`src/rtl/mem_access_unit.sv`:
```
// MEM-stage load/store unit: turns one decoded rv32i memory op into a single
// request/response transaction on the data-memory port and stalls until it completes.
module mem_access_unit #(
    parameter int unsigned TIMEOUT_CYCLES = 255
) (
    input  logic        clk,
    input  logic        rst,
    input  logic        req_valid,
    input  logic        req_read,
    input  logic        req_write,
    input  logic [2:0]  req_funct3,
    input  logic [31:0] req_addr,
    input  logic [31:0] req_wdata,
    output logic        stall_o,
    output logic [31:0] load_data_o,
    output logic        load_valid_o,
    output logic        fault_o,
    output logic        dmem_read,
    output logic        dmem_write,
    output logic [31:0] dmem_address,
    output logic [3:0]  dmem_byte_enable,
    output logic [31:0] dmem_wdata,
    input  logic [31:0] dmem_rdata,
    input  logic        dmem_resp
);

    typedef enum logic [1:0] {IDLE, BUSY, DONE} state_t;

    state_t      state_q, state_d;
    logic [31:0] cnt_q, cnt_d;
    logic        rd_q, rd_d, wr_q, wr_d;
    logic [31:0] addr_q, addr_d;
    logic [3:0]  be_q, be_d;
    logic [31:0] wdata_q, wdata_d;
    logic [1:0]  off_q, off_d;
    logic [2:0]  f3_q, f3_d;
    logic [31:0] load_data_q, load_data_d;
    logic        load_valid_q, load_valid_d;
    logic        fault_q, fault_d;

    logic        req, is_load, f3_ok, aligned, legal;
    logic [3:0]  mask;
    logic [31:0] shifted, formatted;

    // Request decode; a simultaneous read+write is handled as a read.
    always_comb begin
        req     = req_valid & (req_read | req_write);
        is_load = req_read;
        case (req_funct3[1:0])
            2'd0:    mask = 4'b0001;
            2'd1:    mask = 4'b0011;
            2'd2:    mask = 4'b1111;
            default: mask = 4'b0000;
        endcase
        if (is_load) f3_ok = req_funct3 inside {3'd0, 3'd1, 3'd2, 3'd4, 3'd5};
        else         f3_ok = (req_funct3 < 3'd3);
        aligned = (req_funct3[1:0] == 2'd0)
                | ((req_funct3[1:0] == 2'd1) & ~req_addr[0])
                | ((req_funct3[1:0] == 2'd2) & (req_addr[1:0] == 2'b00));
        legal = f3_ok & aligned;
    end

    // Load formatting uses the byte offset and funct3 captured at issue.
    always_comb begin
        shifted = dmem_rdata >> {off_q, 3'b000};
        case (f3_q)
            3'd0:    formatted = {{24{shifted[7]}}, shifted[7:0]};
            3'd4:    formatted = {24'd0, shifted[7:0]};
            3'd1:    formatted = {{16{shifted[15]}}, shifted[15:0]};
            3'd5:    formatted = {16'd0, shifted[15:0]};
            default: formatted = shifted;
        endcase
    end

    always_comb begin
        state_d      = state_q;
        cnt_d        = cnt_q;
        rd_d         = rd_q;
        wr_d         = wr_q;
        addr_d       = addr_q;
        be_d         = be_q;
        wdata_d      = wdata_q;
        off_d        = off_q;
        f3_d         = f3_q;
        load_data_d  = load_data_q;
        load_valid_d = 1'b0;
        fault_d      = 1'b0;
        case (state_q)
            IDLE: begin
                cnt_d = '0;
                if (req) begin
                    if (legal) begin
                        addr_d  = {req_addr[31:2], 2'b00};
                        be_d    = mask << req_addr[1:0];
                        wdata_d = req_wdata << {req_addr[1:0], 3'b000};
                        off_d   = req_addr[1:0];
                        f3_d    = req_funct3;
                        rd_d    = is_load;
                        wr_d    = ~is_load;
                        state_d = BUSY;
                    end else begin
                        fault_d = 1'b1;
                    end
                end
            end
            BUSY: begin
                // cnt_d is the number of BUSY cycles including this one.
                cnt_d = cnt_q + 32'd1;
                if (dmem_resp) begin
                    rd_d    = 1'b0;
                    wr_d    = 1'b0;
                    state_d = DONE;
                    if (rd_q) begin
                        load_data_d  = formatted;
                        load_valid_d = 1'b1;
                    end
                end else if ((TIMEOUT_CYCLES != 0) && (cnt_d == TIMEOUT_CYCLES)) begin
                    rd_d    = 1'b0;
                    wr_d    = 1'b0;
                    fault_d = 1'b1;
                    state_d = DONE;
                end
            end
            DONE: begin
                cnt_d   = '0;
                state_d = IDLE;
            end
            default: state_d = IDLE;
        endcase
    end

    always_ff @(posedge clk) begin
        if (rst) begin
            state_q      <= IDLE;
            cnt_q        <= '0;
            rd_q         <= 1'b0;
            wr_q         <= 1'b0;
            addr_q       <= '0;
            be_q         <= '0;
            wdata_q      <= '0;
            off_q        <= '0;
            f3_q         <= '0;
            load_data_q  <= '0;
            load_valid_q <= 1'b0;
            fault_q      <= 1'b0;
        end else begin
            state_q      <= state_d;
            cnt_q        <= cnt_d;
            rd_q         <= rd_d;
            wr_q         <= wr_d;
            addr_q       <= addr_d;
            be_q         <= be_d;
            wdata_q      <= wdata_d;
            off_q        <= off_d;
            f3_q         <= f3_d;
            load_data_q  <= load_data_d;
            load_valid_q <= load_valid_d;
            fault_q      <= fault_d;
        end
    end

    assign stall_o          = ((state_q == IDLE) & req & legal) | (state_q == BUSY);
    assign load_data_o      = load_data_q;
    assign load_valid_o     = load_valid_q;
    assign fault_o          = fault_q;
    assign dmem_read        = rd_q;
    assign dmem_write       = wr_q;
    assign dmem_address     = addr_q;
    assign dmem_byte_enable = be_q;
    assign dmem_wdata       = wdata_q;

endmodule
```
`config.mk`:
```
export PLATFORM = sky130hd
export DESIGN_NAME = mem_access_unit
export DESIGN_NICKNAME = d
export VERILOG_FILES = /design/src/rtl/mem_access_unit.sv
export SDC_FILE = /design/constraint.sdc
export NUM_CORES = 1
export LEC_CHECK = 0
export CORE_UTILIZATION = 36
export DETAILED_ROUTE_END_ITERATION = 8
export HOLD_SLACK_MARGIN = 0.02
export PLACE_DENSITY = 0.68
export SLEW_MARGIN = 20
export SYNTH_ARGS = -nofsm -noshare
export SYNTH_HDL_FRONTEND = slang
export SYNTH_SLANG_ARGS = --single-unit
```
`constraint.sdc`:
```
create_clock -name clk -period 9.79 [get_ports clk]
set_input_delay 0.979 -clock clk [delete_from_list [all_inputs] [get_ports clk]]
set_output_delay 0.979 -clock clk [all_outputs]
set_load 0.1 [all_outputs]
```
# Word level (Yosys, flattened, before mapping)
# Index checks and enable logic that the tools add are counted.
[word_totals]
output_inout_bits = 105
in_bits = 105
word_cells = 83
regBits = 141
[op_classes]
bitwise = 14
n_addsub = 1
reduce_logical = 14
magnitude_cmp = 1
muxes = 23
n_eq_ne = 15
shift = 3
[op_table]
columns = ["op", "n"]
rows = [
  ["$pmux 32 s4", 1],
  ["$pmux 32 s2", 1],
  ["$add 32x1->32 const B", 1],
  ["$eq 32x8->1 const B", 1],
  ["$shl 32x5->32", 1],
  ["$shr 32x5->32", 1],
  ["$eq 3x3->1 const B", 4],
  ["$mux 1", 12],
  ["$pmux 4 s3", 1],
  ["$reduce_and 3->1", 3],
  ["$mux 2", 4],
  ["$and 1x1->1", 6],
  ["$eq 3x1->1 const B", 2],
  ["$logic_not 2->1", 3],
  ["$logic_not 3->1", 2],
  ["$pmux 1 s2", 3],
  ["$reduce_bool 5->1", 1],
  ["$eq 2x1->1 const B", 2],
  ["$eq 2x2->1 const B", 2],
  ["$ne 2x2->1 const B", 2],
  ["$not 1->1", 4],
  ["$or 1x1->1", 4],
  ["$pmux 2 s2", 1],
  ["$reduce_and 4->1", 1],
  ["7 further kinds", 8],
]

# Depth between registers and ports, before layout
[logic_depth]
depth_word = 8
mapped_depth = 10
depth_no_buf = 9

# Least setup slack after synthesis
# OpenSTA, ideal clock, no wires.
[synth_timing]
kind = "input to output"
start = "input req_funct3[0]"
end = "output stall_o"
path_buffers = 1
cell_stages = 7
arrival_ns = 2.877
required_ns = 8.811
setup_slack_ns = 5.934
cell_sequence = "inv_1 -> ha_1 -> or3b_2 -> a21oi_1 -> o221ai_1 -> clkbuf_1 -> nand2_1"
[synth_between]
elab_chain_len = 7
word_cells_on_any_way = 18
cone_classes = "order compare: 1; eq/ne: 6; mux: 1; bitwise: 7; reduce/logical: 3"
[synth_rtl]
columns = ["item", "line_no", "rtl"]
rows = [
  ["from (decl)", "11", "input logic [2:0] req_funct3,"],
  ["$eq 2x1->1", "58", "| ((req_funct3[1:0] == 2'd1) & ~req_addr[0])"],
  ["$and 1x1->1", "58", ""],
  ["$or 1x1->1", "58", ""],
  ["$or 1x1->1", "59", "| ((req_funct3[1:0] == 2'd2) & (req_addr[1:0] == 2'b00));"],
  ["$and 1x1->1 *", "60", "legal = f3_ok & aligned;"],
  ["$and 1x1->1 *", "162", "assign stall_o = ((state_q == IDLE) & req & legal) | (state_q == BUSY);"],
  ["$or 1x1->1 *", "162", ""],
  ["to (decl)", "14", "output logic stall_o,"],
]
# Mark *: on every way between the ends. The rest lies on a longest branch, timed or not.

# Worst setup path after layout
# Same ends and word-level chain as after synthesis.

==> flow_metrics.py <==
metrics = {
    "outcome": {
        "status": "complete, no violations",
    },
    "clock_tree": {
        "cts_resized": 0,
        "cts_buffer_depth": 2,
        "cts_hold_buffers": 0,
        "cts-root-buf": "clkbuf_16",
        "cts_tree": "done",
        "clk_pin_slew_worst_paths_ps": 70,
        "cts_post_setup_buffers_inserted": 0,
        "cts_made_buffers": 17,
        "ctsHtreeMaxLevel": 4,
        "clock_sinks": 141,
        "clock_latency_ps": 430,
    },
    "timing": {
        "post-route-period-util_pct": 51.3,
        "rsz0062_at_grt": "no",
        "finalHoldViolations": 0,
        "slew_violations": 0,
        "setup_tns_ps": 0,
        "fin_crit_ps": 5020,
        "max_slew.worst_pin.slew_ps": 1080,
        "fmax_mhz": 199,
        "max_slew_margin_pct": 27.5,
        "setup_violations": 0,
        "fin_skew_ps": 13.3,
    },
    "worst_setup_path": {
        "r2r-end": "fault_o",
        "worst_r2r_path_depth": 8,
        "critPathKind": "in -> out",
        "slowest_stage": "clkdlybuf4s50_1",
        "path_cells": "clkdlybuf4s50_1 > inv_1 > ha_1 > or3b_2 > a21oi_1 > o221ai_4 > nand2_1 > clkdlybuf4s50_1",
        "critPathArrivalTime_ps": 4040,
        "timing.reg2reg.setup_slack_ps": 6370,
        "crit-reg2reg-launch": "cnt_q[0]",
        "required_ps": 8810,
        "timing.critical_path.mode_cell": "clkdlybuf4s50_1",
        "crit_family": "buffers and inverters",
        "cp_max_fo": 5,
        "worst_setup_path_end_kind": "primary output",
        "max_stage_delay_ps": 1210,
        "crit_buf_inv": 3,
        "worst_setup_path_start_kind": "input port",
    },
    "synthesis": {
        "yosys.area.top_type": "dfxtp_1",
        "yosys_warnings": 0,
        "synthCells": 887,
        "yosys-top-cells-area": "dfxtp_1 41%, nand2_1 7.7%, a21oi_1 6.5%",
        "synth_top_area_share_pct": 40.6,
        "ys_seq_area_share_pct": 40.6,
        "synthFlopType": "dfxtp_1",
        "syn_area_um2": 6950,
        "ys_async_sr_fraction_pct": 0,
        "synthDistinctLibCells": 56,
        "synth_seq_cells": 141,
        "avgSynthCellArea_um2": 7.84,
        "synth_edf_count": 0,
    },
    "routing": {
        "firstDrtPassIters": 4,
        "wl_um": 20300,
        "wire_per_inst_um": 15.3,
        "drt_iter0_markers": 326,
        "viasPerCell": 5.00,
        "drc": 0,
        "dr_total_vias": 6617,
        "ant_nets": 0,
    },
    "global_routing": {
        "grt_pass1_wl_um": 32200,
        "grt_max_degree": 93,
        "grtUsageTotal_pct": 20.5,
        "first_global_vias": 6231,
        "grt-ovfl-total": 0,
        "antenna_found_initial": 0,
    },
    "flow_run": {
        "cap_violations": 0,
    },
    "place": {
        "routabilityCongestion": 0.852,
        "dp.final_hpwl_um": 14300,
        "portBuffers": 207,
    },
    "floorplanning": {
        "fp.dieH_um": 141,
        "die-area_um2": 19900,
        "ioPinCount": 210,
        "die_x_um": 141,
        "rows": 50,
        "core_um2": 18800,
        "start_util_pct": 36.9,
    },
    "layout": {
        "area_growth_pct": 39.9,
        "layout.nets": 1162,
        "drive_above_1_share_pct": 7.42,
        "post-route-util_pct": 51.7,
        "fillers": 1765,
        "mostFrequentLayoutCell": "clkdlybuf4s50_1",
        "final_cell_mix": "206 x clkdlybuf4s50_1, 143 x nand2_1, 141 x dfxtp_1",
        "diodes": 0,
    },
    "hold_path": {
        "hold_end": "dmem_address[3]",
        "worstHoldPathType": "reg -> reg",
        "hold_start": "dmem_address[3]",
        "whs_path_depth": 2,
    },
    "power_and_ir_drop": {
        "irDropWorstVdd_v": 0.000138,
        "p_per_area_nw_per_um2": 150,
        "p_leak_nw": 3.21,
    },
}
-- cells by family (layout without fill, tap and decap cells) --
family	after synthesis	count (layout)	share of synthesized area, %
xor+xnor	41	41	5.16
other cells	1	2	0.0539
mux	42	42	6.32
flops	141	141	40.6
compound gates	183	183	16.2
fa+ha+maj	6	6	1.08
simple gates	388	388	25.4
buf+inv	85	261	5.22
-- power breakdown --
| part | switching (W) | internal [W] | total, W |
|---|---|---|---|
| clock network | 0.000287 | 0.000364 | 0.000652 |
| registers | 0.00000742 | 0.000584 | 0.000591 |
| logic | 0.000138 | 0.0000769 | 0.000215 |
-- per-stage QoR --
stage / hold WS, ps / total power, W / instance area (um2) / instances / setup WS [ps]
after CTS: 454 / 0.00147 / 9730 / 1324 / 4780
after global placement: 441 / 0.000818 / 9130 / 1292 / 4850
after global routing: 468 / 0.00151 / 9730 / 1324 / 4670
after detailed placement: 447 / 0.000819 / 9130 / 1292 / 4790
after floorplan: 445 / 0.000737 / 6960 / 888 / 5930
final: 453 / 0.00146 / 9730 / 1324 / 4770
-- synthesized netlist by cell type, types with 3 or more instances --
cell type and n:
or3_1 4, xor2_1 15, or4_1 3, o31a_1 3
nand3_1 23, a31oi_1 4, o211ai_1 8, clkbuf_1 51
mux2_2 15, nand4_1 11, nand2b_1 3, mux2i_1 27
buf_1 8, inv_1 13, xnor2_1 26, a21oi_1 90
nor2b_1 18, a311oi_1 3, a211oi_1 43, nor2_1 113
buf_2 5, nor3_1 40, o31ai_1 4, nand2_1 143
buf_4 6, or2_2 6, dfxtp_1 141, nor4_1 5
ha_1 6, o21ai_0 18
-- worst max path at each step --
stage,start,endpoint,slack (ps),depth (start not counted)
floorplan,req_funct3[0],stall_o,5930,7
global placement,req_funct3[0],stall_o,4850,8
detailed placement,req_funct3[0],stall_o,4790,8
CTS,req_funct3[0],stall_o,4780,8
global route,req_funct3[0],stall_o,4670,8
finish,req_funct3[0],stall_o,4770,8
-- worst min-delay path, cell delays in order (launching register included) --
cell	delay (ps)
dfxtp_1	310
nand2_1	50
a21oi_1	50
-- final cells by class --
| class | instances | area (um2) | share of cell area [%] |
|---|---|---|---|
| multi-input combinational | 662 | 3800 | 39.1 |
| sequential | 141 | 2820 | 29.0 |
| timing repair buffer | 216 | 2140 | 22.0 |
| clock buffer | 17 | 425 | 4.37 |
| tap | 260 | 325 | 3.34 |
| clock inverter | 15 | 168 | 1.72 |
| inverter | 13 | 48.8 | 0.501 |
-- flip-flops by register name (all words and copies together), names as in the netlist --
signal,count
cnt_q,32
dmem_address,30
dmem_byte_enable,4
dmem_read,1
dmem_wdata,32
dmem_write,1
f3_q,3
fault_o,1
load_data_o,32
load_valid_o,1
off_q,2
state_q,2
-- layer usage --
layer / vias up / global-route usage (%) / wire length [um]
met5: - / 0 / 0
met3: 30 / 6.35 / 1380
met4: 0 / 7.95 / 462
li1: 3386 / - / -
met1: 3044 / 25.0 / 8750
met2: 157 / 33.8 / 9670
(Power assumes the default switching activity.)
